==> config.mk <==
export PLATFORM = sky130hd
export DESIGN_NAME = cc_tag_ctl_flat
export DESIGN_NICKNAME = d
export VERILOG_FILES = /design/src/rtl/cc_tag_ctl_if.sv /design/src/rtl/cc_tag_ctl.sv /design/src/flat_wrapper.sv
export SDC_FILE = /design/constraint.sdc
export NUM_CORES = 1
export LEC_CHECK = 0
export BUFFER_PORTS_ARGS = -buffer_cell sky130_fd_sc_hd__buf_2
export CAP_MARGIN = 0
export CORE_MARGIN = 4
export CORE_UTILIZATION = 45
export CTS_BUF_LIST = sky130_fd_sc_hd__clkbuf_16
export CTS_CLUSTER_SIZE = 30
export DETAILED_ROUTE_END_ITERATION = 7
export GPL_TIMING_DRIVEN = 1
export PLACE_DENSITY = 0.75
export SYNTH_ARGS = -nofsm -noshare
export SYNTH_HDL_FRONTEND = slang
export SYNTH_SLANG_ARGS = --single-unit
==> constraint.sdc <==
create_clock -name clk -period 2.3 [get_ports clk]
set_clock_uncertainty 0.1 [all_clocks]
set_input_delay 0.46 -clock clk [delete_from_list [all_inputs] [get_ports clk]]
set_output_delay 0.46 -clock clk [all_outputs]
set_load 0.02 [all_outputs]
==> src/rtl/cc_tag_ctl_if.sv <==
// Request/response bundle around the cc1 tag sequencer.
//   slave  : the cc_tag_ctl side (accepts lk/fl/inv/flush, drives the tag array, sources
//            the expunge stream).
//   master : the requester / tag-array / writeback side.
// Signals:
//   lk_*      lookup request and accept; fl_* fill request and grant;
//   inv_*     snoop invalidate request and grant; flush_req/busy sweep control/status;
//   tag_*     tag array read/write/init controls and the array's expunge report;
//   exp_*     expunge FIFO head toward the writeback path.
interface cc_tag_ctl_if;
  logic        lk_valid;
  logic [36:0] lk_addr;
  logic        lk_ready;
  logic        fl_valid;
  logic [36:0] fl_addr;
  logic        fl_ready;
  logic        inv_valid;
  logic [36:0] inv_addr;
  logic        inv_ready;
  logic        flush_req;
  logic        busy;
  logic        tag_read_clkEn;
  logic [36:0] tag_read_addr;
  logic [36:0] tag_write_addr;
  logic        tag_write_wen;
  logic        tag_invalidate;
  logic        tag_init;
  logic        tag_exp_en;
  logic [36:0] tag_exp_addr;
  logic        exp_valid;
  logic [36:0] exp_addr;
  logic        exp_ready;

  modport slave (
    input  lk_valid, lk_addr, fl_valid, fl_addr, inv_valid, inv_addr, flush_req,
    input  tag_exp_en, tag_exp_addr, exp_ready,
    output lk_ready, fl_ready, inv_ready, busy,
    output tag_read_clkEn, tag_read_addr, tag_write_addr, tag_write_wen,
    output tag_invalidate, tag_init, exp_valid, exp_addr
  );

  modport master (
    output lk_valid, lk_addr, fl_valid, fl_addr, inv_valid, inv_addr, flush_req,
    output tag_exp_en, tag_exp_addr, exp_ready,
    input  lk_ready, fl_ready, inv_ready, busy,
    input  tag_read_clkEn, tag_read_addr, tag_write_addr, tag_write_wen,
    input  tag_invalidate, tag_init, exp_valid, exp_addr
  );
endinterface

==> src/rtl/cc_tag_ctl.sv <==
// Sequencer/arbiter in front of one cc1 tag array bank.
//   - Runs the post-reset init sweep and on-demand flush sweeps over every set.
//   - Arbitrates the single tag write port between snoop invalidates and fills, with a
//     starvation guard for fills, and gates lookups while a sweep is pending or running.
//   - Captures expunged victim addresses into a small FIFO toward writeback.
// Ports:
//   clk  clock; state updates on the falling edge to line up with the tag array
//   rst  asynchronous active-low reset
//   bus  cc_tag_ctl_if.slave (lookup, fill, invalidate, flush, tag array, expunge stream)
module cc_tag_ctl #(
`ifdef ICACHE_256K
  parameter int unsigned ADDR_WIDTH = 8,
`else
  parameter int unsigned ADDR_WIDTH = 7,
`endif
  parameter int unsigned ADDR_COUNT = 2 ** ADDR_WIDTH,
  parameter int unsigned EXP_DEPTH  = 4,
  parameter int unsigned STARVE_MAX = 7
) (
  input logic         clk,
  input logic         rst,
  cc_tag_ctl_if.slave bus
);

  localparam int unsigned PA      = 37;
  localparam int unsigned PtrW    = $clog2(EXP_DEPTH);
  localparam int unsigned CntW    = PtrW + 1;
  localparam int unsigned StarveW = $clog2(STARVE_MAX + 1);

  typedef enum logic [1:0] {StInit, StRun, StFlush, StDrain} state_e;

  state_e                 state_q, state_d;
  logic [ADDR_WIDTH-1:0]  sweep_q, sweep_d;
  logic [StarveW-1:0]     starve_q, starve_d;
  logic [1:0]             pend_q, pend_d;
  logic [PtrW-1:0]        wr_ptr_q, wr_ptr_d, rd_ptr_q, rd_ptr_d;
  logic [CntW-1:0]        cnt_q, cnt_d;
  logic [PA-1:0]          mem_q [EXP_DEPTH];

  logic room, inv_ok, fl_ok, fl_gnt, inv_gnt, wr_gnt;
  logic resp, push, pop;

  // Every grant reserves a FIFO slot until its expunge response has been seen, so a
  // push into a full FIFO is impossible.
  assign room = (32'(cnt_q) + 32'(pend_q)) < EXP_DEPTH;

  always_comb begin
    state_d             = state_q;
    sweep_d             = sweep_q;
    starve_d            = starve_q;
    fl_gnt              = 1'b0;
    inv_gnt             = 1'b0;
    inv_ok              = 1'b0;
    fl_ok               = 1'b0;
    bus.busy            = 1'b0;
    bus.lk_ready        = 1'b0;
    bus.fl_ready        = 1'b0;
    bus.inv_ready       = 1'b0;
    bus.tag_read_clkEn  = 1'b0;
    bus.tag_read_addr   = '0;
    bus.tag_write_addr  = '0;
    bus.tag_write_wen   = 1'b0;
    bus.tag_invalidate  = 1'b0;
    bus.tag_init        = 1'b0;

    unique case (state_q)
      StInit, StFlush: begin
        bus.busy           = 1'b1;
        // Held low during reset so the array is not initialised while rst is asserted.
        bus.tag_init       = rst;
        bus.tag_write_addr = PA'(sweep_q);
        if (sweep_q == ADDR_WIDTH'(ADDR_COUNT - 1)) begin
          state_d = StRun;
          sweep_d = '0;
        end else begin
          sweep_d = sweep_q + 1'b1;
        end
      end

      StRun: begin
        bus.lk_ready       = 1'b1;
        bus.tag_read_clkEn = bus.lk_valid;
        bus.tag_read_addr  = bus.lk_addr;
        if (bus.flush_req) begin
          state_d = StDrain;
        end else begin
          inv_ok  = bus.inv_valid & room;
          fl_ok   = bus.fl_valid & room;
          // Fill normally yields to invalidates, but a starved fill is forced through.
          fl_gnt  = fl_ok & (~inv_ok | (starve_q == StarveW'(STARVE_MAX)));
          inv_gnt = inv_ok & ~fl_gnt;
        end
        bus.fl_ready       = fl_gnt;
        bus.inv_ready      = inv_gnt;
        bus.tag_write_wen  = fl_gnt;
        bus.tag_invalidate = inv_gnt;
        if (fl_gnt) begin
          bus.tag_write_addr = bus.fl_addr;
        end else if (inv_gnt) begin
          bus.tag_write_addr = bus.inv_addr;
        end
        if (fl_gnt) begin
          starve_d = '0;
        end else if (bus.fl_valid && (starve_q != StarveW'(STARVE_MAX))) begin
          starve_d = starve_q + 1'b1;
        end
      end

      StDrain: begin
        bus.busy = 1'b1;
        // The last write's expunge must be captured before init wipes the tags.
        if (pend_q == '0) begin
          state_d  = StFlush;
          starve_d = '0;
        end
      end

      default: begin
        state_d = StInit;
      end
    endcase
  end

  // Expunge capture: the cycle after a write grant is the response cycle.
  assign wr_gnt        = fl_gnt | inv_gnt;
  assign resp          = (pend_q != '0);
  assign push          = resp & bus.tag_exp_en;
  assign pop           = (cnt_q != '0) & bus.exp_ready;
  assign pend_d        = pend_q + {1'b0, wr_gnt} - {1'b0, resp};
  assign cnt_d         = cnt_q + CntW'(push) - CntW'(pop);
  assign wr_ptr_d      = push ? wr_ptr_q + 1'b1 : wr_ptr_q;
  assign rd_ptr_d      = pop ? rd_ptr_q + 1'b1 : rd_ptr_q;
  assign bus.exp_valid = (cnt_q != '0);
  assign bus.exp_addr  = bus.exp_valid ? mem_q[rd_ptr_q] : '0;

  always_ff @(negedge clk or negedge rst) begin
    if (!rst) begin
      state_q  <= StInit;
      sweep_q  <= '0;
      starve_q <= '0;
      pend_q   <= '0;
      wr_ptr_q <= '0;
      rd_ptr_q <= '0;
      cnt_q    <= '0;
    end else begin
      state_q  <= state_d;
      sweep_q  <= sweep_d;
      starve_q <= starve_d;
      pend_q   <= pend_d;
      wr_ptr_q <= wr_ptr_d;
      rd_ptr_q <= rd_ptr_d;
      cnt_q    <= cnt_d;
    end
  end

  // Storage only; validity is tracked by cnt_q, so no reset is needed.
  always_ff @(negedge clk) begin
    if (push) begin
      mem_q[wr_ptr_q] <= bus.tag_exp_addr;
    end
  end

endmodule
==> src/flat_wrapper.sv <==
// flat-port wrapper written by rule: the top's interface ports become plain ports
module cc_tag_ctl_flat 
#(

  parameter int unsigned ADDR_WIDTH = 7,

  parameter int unsigned ADDR_COUNT = 2 ** ADDR_WIDTH,
  parameter int unsigned EXP_DEPTH  = 4,
  parameter int unsigned STARVE_MAX = 7
)
  (clk, rst, bus_lk_valid, bus_lk_addr, bus_fl_valid, bus_fl_addr, bus_inv_valid, bus_inv_addr, bus_flush_req, bus_tag_exp_en, bus_tag_exp_addr, bus_exp_ready, bus_lk_ready, bus_fl_ready, bus_inv_ready, bus_busy, bus_tag_read_clkEn, bus_tag_read_addr, bus_tag_write_addr, bus_tag_write_wen, bus_tag_invalidate, bus_tag_init, bus_exp_valid, bus_exp_addr);
  cc_tag_ctl_if bus_i ();
  input logic clk;
  input logic rst;
  input wire logic [$bits(bus_i.lk_valid)-1:0] bus_lk_valid;
  input wire logic [$bits(bus_i.lk_addr)-1:0] bus_lk_addr;
  input wire logic [$bits(bus_i.fl_valid)-1:0] bus_fl_valid;
  input wire logic [$bits(bus_i.fl_addr)-1:0] bus_fl_addr;
  input wire logic [$bits(bus_i.inv_valid)-1:0] bus_inv_valid;
  input wire logic [$bits(bus_i.inv_addr)-1:0] bus_inv_addr;
  input wire logic [$bits(bus_i.flush_req)-1:0] bus_flush_req;
  input wire logic [$bits(bus_i.tag_exp_en)-1:0] bus_tag_exp_en;
  input wire logic [$bits(bus_i.tag_exp_addr)-1:0] bus_tag_exp_addr;
  input wire logic [$bits(bus_i.exp_ready)-1:0] bus_exp_ready;
  output wire logic [$bits(bus_i.lk_ready)-1:0] bus_lk_ready;
  output wire logic [$bits(bus_i.fl_ready)-1:0] bus_fl_ready;
  output wire logic [$bits(bus_i.inv_ready)-1:0] bus_inv_ready;
  output wire logic [$bits(bus_i.busy)-1:0] bus_busy;
  output wire logic [$bits(bus_i.tag_read_clkEn)-1:0] bus_tag_read_clkEn;
  output wire logic [$bits(bus_i.tag_read_addr)-1:0] bus_tag_read_addr;
  output wire logic [$bits(bus_i.tag_write_addr)-1:0] bus_tag_write_addr;
  output wire logic [$bits(bus_i.tag_write_wen)-1:0] bus_tag_write_wen;
  output wire logic [$bits(bus_i.tag_invalidate)-1:0] bus_tag_invalidate;
  output wire logic [$bits(bus_i.tag_init)-1:0] bus_tag_init;
  output wire logic [$bits(bus_i.exp_valid)-1:0] bus_exp_valid;
  output wire logic [$bits(bus_i.exp_addr)-1:0] bus_exp_addr;
  assign bus_i.lk_valid = bus_lk_valid;
  assign bus_i.lk_addr = bus_lk_addr;
  assign bus_i.fl_valid = bus_fl_valid;
  assign bus_i.fl_addr = bus_fl_addr;
  assign bus_i.inv_valid = bus_inv_valid;
  assign bus_i.inv_addr = bus_inv_addr;
  assign bus_i.flush_req = bus_flush_req;
  assign bus_i.tag_exp_en = bus_tag_exp_en;
  assign bus_i.tag_exp_addr = bus_tag_exp_addr;
  assign bus_i.exp_ready = bus_exp_ready;
  assign bus_lk_ready = bus_i.lk_ready;
  assign bus_fl_ready = bus_i.fl_ready;
  assign bus_inv_ready = bus_i.inv_ready;
  assign bus_busy = bus_i.busy;
  assign bus_tag_read_clkEn = bus_i.tag_read_clkEn;
  assign bus_tag_read_addr = bus_i.tag_read_addr;
  assign bus_tag_write_addr = bus_i.tag_write_addr;
  assign bus_tag_write_wen = bus_i.tag_write_wen;
  assign bus_tag_invalidate = bus_i.tag_invalidate;
  assign bus_tag_init = bus_i.tag_init;
  assign bus_exp_valid = bus_i.exp_valid;
  assign bus_exp_addr = bus_i.exp_addr;
  cc_tag_ctl #(.ADDR_WIDTH(ADDR_WIDTH), .ADDR_COUNT(ADDR_COUNT), .EXP_DEPTH(EXP_DEPTH), .STARVE_MAX(STARVE_MAX)) u_core (.clk(clk), .rst(rst), .bus(bus_i));
endmodule
==> results.cfg, run 1 <==
[placed_design]
hpwl_um = 14720
place_area_sq_mm = 0.01003
io_buffers = 275
place_congestion = 0.8742

[clocking]
htree_num_levels = 4
cts_made_buffers = 17
clkTransAtPathRegs_ns = 0.05
cts_tree = built
cts.sinks = 169
clock-root-buffer = clkbuf_16
clk_latency_ns = 0.40
postCtsHoldBufs = 0
cts_max_path_buffers = 2

[critical_path]
crit_start = u_core.cnt_q[1]$_DFF_NN0_
critPathMaxStageDelay_ns = 0.48
cp_max_fo = 7
crit_buf_inv = 3
critical_path.top_delay_family = flip-flops
critPathRequiredTime_ns = 1.74
cp_cell_sequence = ha_4 -> nand3_4 -> nand3_4 -> nor2_4 -> buf_6 -> buf_4 -> a22o_4 -> buf_2
r2r-start = u_core.cnt_q[1]$_DFF_NN0_
arrival_ns = 3.30
crit_slowest_cell = dfrtn_1
cp-start-kind = flop
crit_type = reg -> out
worstSetupEndpointType = output port
cpMostUsedCell = nand3_4

[timing]
relSlewSlack = 0.7592
worst_pin_slew_ns = 0.3613
setup_slack_ns = -1.559
tns_ns = -185.13
report.final.hold_viol_count = 0
whs_ns = 0.4616
grt_setup_unrepaired = true
finalSetupViolCount = 275
maxSlewViolCount = 0

[layout]
syn_to_final_growth_pct = 78.46
nets = 1145
utilization = 0.8314
final_area_sq_mm = 0.01335
drive_above_1_share = 0.5990

[logic_synthesis]
synth_fa_ha_area_frac = 0.02107
synth_xor_area_frac = 0.01054
ys_async_sr_fraction = 0.1243
seq_area_frac_synth = 0.6643
syn_nets = 619
ys_top_cells_by_area = edfxtp_1, mux4_2, dfrtn_1
synth_area_sq_mm = 0.007481
synth-edff-count = 148
ys_seq_elements = 169
synth_top_cell_area_share = 0.5941
yosys_warnings = 0
synth_compound_area_frac = 0.05770
syn_area_per_cell_sq_um = 16.59
yosys.area_share.simple = 0.09818
synthMuxAreaShare = 0.1167
synth_ff_type = edfxtp_1
synthCells = 451
yosys.area.top_type = edfxtp_1
synth_top_family_by_area = multiplexers
synth_cell_type_count = 34

[route]
drt-total-wl_um = 30640
vias = 6596
drt-pass1-iter-count = 5
drt_iter0_drc = 475
wl_per_cell_um = 25.36
drc = 0
antenna_left = 0
vias_per_cell = 5.460

[global_routing]
grt_antenna_before_repair = 5
grtUsageTotal = 0.2678
top_usage_layer = met2
grt_overflow_total = 0
grt_pass1_wl_um = 37140
gr-usage-met3 = 0.1074
grt_util_met1 = 0.2751
grt_max_degree = 23
use_met2 = 0.4708
grt_pass1_vias = 6973

[hold_path]
hold_class = reg -> reg
hold_start = u_core.sweep_q[4]$_DFFE_NN0N_

[floorplanning]
core_sq_mm = 0.01606
rows = 46
fp.dieH_um = 136.9
start_util = 0.4659
io_pins = 276
dieArea_sq_mm = 0.01875
dieWidth_um = 136.9

[status]
violations = negative setup slack
outcome = complete, but fails checks

[power_and_ir_drop]
ir_drop_v = 0.001148
power_density_mw_per_mm2 = 930.2
leakage_nw = 6.133

[run]
maxCapViolations = 0
==> synthesized netlist by cell type, types with 7 or more instances <==
| cell | count |
|---|---|
| dfrtn_1 | 21 |
| xnor2_1 | 8 |
| mux4_2 | 37 |
| buf_2 | 8 |
| a221o_1 | 7 |
| a22o_1 | 30 |
| nand2_1 | 15 |
| inv_1 | 15 |
| ha_1 | 11 |
| edfxtp_1 | 148 |
| nor2b_1 | 8 |
| nor2_1 | 8 |
| clkbuf_1 | 10 |
| and2_1 | 80 |
==> layout make-up <==
class | instances | area, sq um
Sequential cell | 169 | 4970
Timing Repair Buffer | 389 | 3983
Multi-Input combinational cell | 238 | 2888
Fill cell | 749 | 2708
Clock inverter | 163 | 752.0
Clock buffer | 17 | 425.4
Tap cell | 216 | 270.3
Inverter | 14 | 57.56
Antenna cell | 2 | 5.005
==> sequential cells by signal, indices dropped and copies added (netlist names) <==
name / flops
u_core.rd_ptr_q: 2
u_core.sweep_q: 7
u_core.starve_q: 3
u_core.wr_ptr_q: 2
u_core.state_q: 2
u_core.cnt_q: 3
u_core.mem_q: 148
u_core.pend_q: 2
==> cell usage in the layout (no fill, tap or decap), drive strengths merged <==
cell type  synthesis  routed
xor2               1       1
or3                3       3
o21ai              6       6
edfxtp           148     148
clkinv             0       3
dfrtn             21      21
nand4              1       1
xnor2              8       8
or2                1       1
fa                 1       1
ha                11      11
mux2i              4       4
buf               19     370
diode              0       2
nand3              5       5
nand2             15      15
nand2b             1       1
a311oi             1       1
and3               1       1
a21oi              4       4
nor2b              9       9
nor2               8       8
clkbuf            10      36
and2              80      80
inv               15     170
o211ai             3       3
a221o              7       7
nor3               1       1
mux4              37      37
a22o              30      30
clkinvlp           0       2
bufinv             0       2
==> what timing repair did <==
| action | in CTS | in global routing |
|---|---|---|
| pin swaps | 24 | 38 |
| gates resized for setup | 224 | 84 |
| cloned | 15 | 23 |
| endpoints found under the setup margin | 275 | 276 |
| buffers inserted | 27 | 13 |
==> worst paths after layout <==
path	end	slack (ns)	depth (start not counted)
max reg2reg	u_core.cnt_q[2]$_DFF_NN0_	-0.37	12
min	u_core.sweep_q[4]$_DFFE_NN0N_	0.46	2
max in group asynchronous	u_core.sweep_q[6]$_DFFE_NN0N_	1.00	2
min in group asynchronous	u_core.sweep_q[5]$_DFFE_NN0N_	0.92	2
min reg2reg	u_core.sweep_q[4]$_DFFE_NN0N_	0.46	2
max	bus_tag_write_addr[31]	-1.56	8
==> stage by stage <==
step,total power [W],std cells,setup slack [ns]
floorplan,0.006346,451,-0.8894
global placement,0.007352,957,-1.039
detailed placement,0.007377,957,-1.110
CTS,0.01192,1178,-1.495
global route,0.01302,1207,-1.593
finish,0.01242,1208,-1.559
==> kinds of logic (layout without fill, tap and decap cells) <==
kind of cell,Yosys count,after routing
DFF,169,169
and+or+nand+nor,125,125
AOI/OAI and AO/OA,51,51
buffers and inverters,44,583
muxes,41,41
adders and majority gates,12,12
xor gates and xnor gates,9,9
other,0,2
==> worst reg2reg max path: stages (launching register included) <==
cell     delay, ns
dfrtn_1       0.39
buf_4         0.16
buf_6         0.12
or3_4         0.37
buf_12        0.17
and2_4        0.17
ha_4          0.20
inv_2         0.05
ha_4          0.11
inv_2         0.03
fa_2          0.35
xnor2_2       0.15
xnor2_1       0.13
==> report_power, final <==
group | leakage, nW | total (W) | switching, W | internal [W]
sequential | 1.59 | 0.00349 | 0.0000731 | 0.00341
combinational | 3.46 | 0.00467 | 0.00206 | 0.00261
clock | 1.09 | 0.00426 | 0.00224 | 0.00202
==> per-layer routing <==
layer  up-vias  part of all wire
met4         8             0.048
li1       2794                 -
met5         -            0.0013
met3       106             0.094
met1      3249              0.34
met2       439              0.52
(Power assumes the default switching activity.)
==> inputs of run 2 (changes only) <==
==> constraint.sdc (replaced) <==
create_clock -name clk -period 2.3 [get_ports clk]
set_clock_uncertainty 0.1 [all_clocks]
set_input_delay 0.115 -clock clk [delete_from_list [all_inputs] [get_ports clk]]
set_output_delay 0.115 -clock clk [all_outputs]
set_load 0.02 [all_outputs]
==> run 2 against run 1 <==
Compared with the run above: the run still ends with negative setup slack left; count of clock-buffer cells in the layout unchanged; utilization down 5.2 points; combinational power down 3%; sequential cell count unchanged.
==> results.cfg, run 2 (synthesized netlist as in run 1, its figures left out) <==
[layout]
syn_to_final_growth_pct = 67.22
utilization = 0.7790
largest_registers = u_core.mem_q: 148 flops, u_core.sweep_q: 7 flops
layout_commonest_cell = inv_1
nets = 1104
drive_above_1_share = 0.5753
layout_common_cells = inv_1, buf_2, edfxtp_1
final_area_sq_mm = 0.01251
finalNonFillerCells = 1166
top_register = u_core.mem_q
largest_reg_flops = 148

[placed_design]
io_buffers = 275
place_area_sq_mm = 0.01006
preCtsSetupSlack_ns = -0.7513
place_congestion = 0.8285
hpwl_um = 14750
dp.cells = 959

[critical_path]
worstSetupEndpointType = output port
critPathRequiredTime_ns = 2.09
critical_path.top_delay_family = buffers and inverters
crit_buf_inv = 4
cp_max_fo = 5
r2r_cells = 11
r2r-start = u_core.cnt_q[1]$_DFF_NN0_
crit_slowest_cell = mux4_2
reg2reg_to = u_core.cnt_q[2]$_DFF_NN0_
arrival_ns = 3.20
cp_cell_sequence = buf_6 -> buf_12 -> buf_12 -> mux4_2 -> and2_4 -> buf_6
rrSetupSlack_ns = -0.27
critPathMaxStageDelay_ns = 0.50
crit_type = reg -> out
cp-start-kind = flop

[route]
drt-pass1-iter-count = 4
vias = 5857
antenna_left = 0
drc = 0
vias_per_cell = 5.023
drt_iter0_drc = 267
drt-total-wl_um = 23260
wl_per_cell_um = 19.95

[hold_path]
hold_start = bus_fl_addr[31]
worstHoldPathCells = 3
hold_class = in -> out
hold_end = bus_tag_write_addr[31]

[floorplanning]
start_util = 0.4659
core_sq_mm = 0.01606
fp.dieH_um = 136.9
io_pins = 276
dieWidth_um = 136.9
rows = 46
dieArea_sq_mm = 0.01875

[clocking]
clock-root-buffer = clkbuf_16
clkTransAtPathRegs_ns = 0.05
cts_tree = built
postCtsHoldBufs = 0
htree_num_levels = 4
cts_max_path_buffers = 2
cts.sinks = 169
clk_latency_ns = 0.40
cts_made_buffers = 17

[timing]
grt_setup_unrepaired = true
maxSlewViolCount = 0
worst_pin_slew_ns = 0.5079
report.final.hold_viol_count = 0
finalSetupViolCount = 122
relSlewSlack = 0.6614
setup_slack_ns = -1.119

[power_and_ir_drop]
ir_drop_v = 0.0008228
power_frac_comb = 0.380
leakage_nw = 5.761
switchingPower_w = 0.003988
p_sw_frac = 0.3351
p_seq_frac = 0.293
intPower_w = 0.007914
power_density_mw_per_mm2 = 951.5
power_frac_clock = 0.327

[global_routing]
grtUsageTotal = 0.2423
grt_pass1_wl_um = 33910
grt_pass1_vias = 6555
grt_max_degree = 40
grt_antenna_before_repair = 2
grt_overflow_total = 0

[run]
maxCapViolations = 0

[status]
violations = negative setup slack
outcome = complete, but fails checks
run 2: changes by cell type in the layout (fill, tap and decap cells not counted), moves of 2 or more:
cell        before  now
clkbuf_16       36   19
buf_16          13    7
buf_8            6    2
clkinvlp_2       2    0
buf_6          135  124
inv_8            6    3
inv_1          158  161
inv_4            0    3
buf_4           33   30
run 2: what timing repair did:
action                                  CTS  global route
endpoints found under the setup margin  122           122
resized for setup                       213            54
setup buffers                            15             4
pin swaps                                 7            21
gates cloned                              9             2
run 2: through the flow:
| step | hold WS [ns] | total power [W] | TNS, ns |
|---|---|---|---|
| floorplan | 0.2562 | 0.006330 | -51.15 |
| global placement | 0.3838 | 0.007298 | -117.85 |
| detailed placement | 0.4308 | 0.007343 | -120.12 |
| CTS | 0.4290 | 0.01195 | -117.18 |
| global route | 0.4351 | 0.01263 | -121.75 |
| finish | 0.4260 | 0.01190 | -114.75 |
run 2: worst max path at each step:
stage	slack (ns)	startpoint	to	depth (start not counted)
final	-1.12	u_core.rd_ptr_q[0]$_DFFE_NN0P_	bus_exp_addr[18]	6
after global routing	-1.19	u_core.rd_ptr_q[0]$_DFFE_NN0P_	bus_exp_addr[18]	6
after CTS	-1.13	u_core.starve_q[1]$_DFFE_NN0P_	bus_tag_write_addr[29]	9
after detailed placement	-0.75	u_core.starve_q[1]$_DFFE_NN0P_	bus_tag_write_addr[17]	9
after global placement	-0.70	u_core.starve_q[0]$_DFFE_NN0P_	bus_tag_write_addr[18]	9
after floorplan	-0.54	u_core.starve_q[0]$_DFFE_NN0P_	bus_tag_write_addr[0]	6
run 2: power groups by stage:
stage	registers (W)	logic [W]	clock network (W)
after floorplan	0.00351	0.00244	0.000384
after global placement	0.00352	0.00340	0.000384
after detailed placement	0.00352	0.00344	0.000384
after CTS	0.00348	0.00450	0.00397
after global routing	0.00348	0.00478	0.00437
final	0.00348	0.00453	0.00389
run 2: final cells by class:
| class | instances | area (sq um) |
|---|---|---|
| Tap cell | 216 | 270.3 |
| Timing Repair Buffer | 348 | 3198 |
| Sequential cell | 169 | 4970 |
| Fill cell | 922 | 3548 |
| Antenna cell | 1 | 2.502 |
| Multi-Input combinational cell | 238 | 2865 |
| Clock buffer | 17 | 425.4 |
| Clock inverter | 163 | 725.7 |
| Inverter | 14 | 52.55 |
run 2: worst min-delay path, stage by stage:
cell and delay, ns:
buf_2 0.09, a22o_4 0.10, buf_6 0.10
run 2: metal layers:
layer	GRT usage	share of wire	up-vias
met1	0.2544	0.36	2867
met4	0.1159	0.029	2
met2	0.4379	0.55	237
li1	-	-	2697
met3	0.07647	0.066	54
met5	0	0.00030	-
==> inputs of run 3 (changes only) <==
--- a/config.mk
+++ b/config.mk
@@ -7,6 +7,7 @@
 export LEC_CHECK = 0
 export BUFFER_PORTS_ARGS = -buffer_cell sky130_fd_sc_hd__buf_2
 export CAP_MARGIN = 0
+export CORE_ASPECT_RATIO = 0.5
 export CORE_MARGIN = 4
 export CORE_UTILIZATION = 45
 export CTS_BUF_LIST = sky130_fd_sc_hd__clkbuf_16
==> run 3 against run 2 <==
Compared with the run above: the flow still finishes with violations (negative setup slack); worst setup slack worse by 0.019 ns; global-route usage is 1.3 points higher; critical endpoint is now bus_tag_write_addr[19]; clock power is 7.2% higher.
==> results.cfg, run 3 (synthesized netlist as in run 1, its figures left out) <==
[timing]
report.final.hold_viol_count = 0
grt_setup_unrepaired = true
finalSetupViolCount = 122
worst_pin_slew_ns = 0.5635
whs_ns = 0.4279
setup_slack_ns = -1.138
relSlewSlack = 0.6244
maxSlewViolCount = 0

[floorplanning]
io_pins = 276
fp.dieH_um = 99.17
rows = 32
dieArea_sq_mm = 0.01888
dieWidth_um = 190.3
start_util = 0.4718
core_sq_mm = 0.01586

[critical_path]
arrival_ns = 3.22
cp-start-kind = flop
critPathRequiredTime_ns = 2.09
worstSetupEndpointType = output port
crit_type = reg -> out
cp_cell_sequence = ha_2 -> ha_4 -> nand2_2 -> nand2_2 -> nor2_4 -> buf_12 -> clkbuf_16 -> a22o_4 -> buf_6
rrSetupSlack_ns = -0.40
critPathMaxStageDelay_ns = 0.42
crit_slowest_cell = dfrtn_1
cpMostUsedCell = nand2_2
cp_max_fo = 7

[clocking]
cts_tree = built
clkTransAtPathRegs_ns = 0.05
cts.sinks = 169
clk_latency_ns = 0.40
cts_max_path_buffers = 2
cts_made_buffers = 17
htree_num_levels = 4
clock-root-buffer = clkbuf_16

[route]
wl_per_cell_um = 21.74
drt_iter0_drc = 429
vias_per_cell = 5.240
drt-pass1-iter-count = 5
vias = 6188
drt-total-wl_um = 25680
drc = 0
antenna_left = 0

[layout]
nets = 1113
top_register = u_core.mem_q
drive_above_1_share = 0.5835
layout_common_cells = inv_1, buf_2, edfxtp_1
largest_registers = u_core.mem_q: 148 flops, u_core.sweep_q: 7 flops
utilization = 0.8032
largest_reg_flops = 148
finalNonFillerCells = 1181
syn_to_final_growth_pct = 70.23
layout_commonest_cell = inv_1

[power_and_ir_drop]
p_seq_frac = 0.281
power_frac_comb = 0.382
switchingPower_w = 0.004377
power_frac_clock = 0.337
power_density_mw_per_mm2 = 972.1
p_sw_frac = 0.3535
ir_drop_v = 0.0007387
leakage_nw = 5.866
power.total_w = 0.01238
intPower_w = 0.008003

[status]
violations = negative setup slack
outcome = complete, but fails checks

[placed_design]
dp.cells = 960
io_buffers = 275
place_congestion = 0.8265
hpwl_um = 14420

[hold_path]
hold_class = in -> out

[global_routing]
grt_antenna_before_repair = 3
grt_max_degree = 31
grt_pass1_wl_um = 36580
grt_overflow_total = 0
grt_pass1_vias = 6794
grtUsageTotal = 0.2550

[run]
maxCapViolations = 0
## run 3: metrics by stage
step	worst slack (ns)	area [sq um]	setup TNS (ns)
2_1_floorplan	-0.5444	8103	-51.15
3_3_place_gp	-0.7126	9990	-113.25
3_5_place_dp	-0.7748	9990	-120.30
4_1_cts	-1.101	12190	-112.76
5_1_grt	-1.205	12730	-118.30
6_report	-1.138	12730	-110.96
## run 3: layout make-up
| cell class | count | area (sq um) |
|---|---|---|
| flip-flops and latches | 169 | 4970 |
| well taps | 221 | 276.5 |
| diodes | 2 | 5.005 |
| inverters | 14 | 52.55 |
| multi-input cells | 238 | 2872 |
| fillers | 839 | 3120 |
| repair buffers | 357 | 3366 |
| clock inverters | 163 | 768.2 |
| clock buffers | 17 | 425.4 |
## run 3: worst paths after layout
| path | depth (start not counted) | start | to |
|---|---|---|---|
| hold reg to reg | 2 | u_core.sweep_q[2]$_DFFE_NN0N_ | u_core.sweep_q[2]$_DFFE_NN0N_ |
| max in group asynchronous | 1 | rst | u_core.pend_q[1]$_DFF_NN0_ |
| hold / removal | 3 | bus_fl_addr[17] | bus_tag_write_addr[17] |
| setup reg to reg | 12 | u_core.cnt_q[1]$_DFF_NN0_ | u_core.cnt_q[2]$_DFF_NN0_ |
| setup / recovery | 9 | u_core.starve_q[0]$_DFFE_NN0P_ | bus_tag_write_addr[19] |
| min in group asynchronous | 1 | rst | u_core.rd_ptr_q[0]$_DFFE_NN0P_ |
## run 3: repair_timing
item                                    in CTS  in global routing
pin swaps                                   27                 35
gates resized for setup                    183                114
cloned                                      10                  9
hold endpoints to repair                     0                  0
endpoints found under the setup margin     122                122
hold buffers                                 0                  0
buffers inserted                            17                  9
## run 3: power by group through the flow
stage | Sequential (W) | Combinational [W] | Clock, W
global placement | 0.00352 | 0.00340 | 0.000384
floorplan | 0.00351 | 0.00244 | 0.000384
CTS | 0.00346 | 0.00474 | 0.00414
detailed placement | 0.00352 | 0.00345 | 0.000384
finish | 0.00347 | 0.00473 | 0.00417
global route | 0.00347 | 0.00497 | 0.00465
## run 3: critical path: cells and delay by family (launching register included)
kind / cells / cell delay, ns
buf+inv: 3 / 0.43
flops: 1 / 0.42
fa+ha+maj: 2 / 0.34
compound gates: 1 / 0.25
simple gates: 3 / 0.22
## run 3: metal layers
layer	global-route usage	part of all wire	wire length, um	vias up
met1	0.2912	0.37	9483	3064
met2	0.4443	0.52	13460	318
met3	0.07433	0.071	1827	66
li1	-	-	-	2736
met4	0.1274	0.034	876	4
met5	0	0.0011	27	-
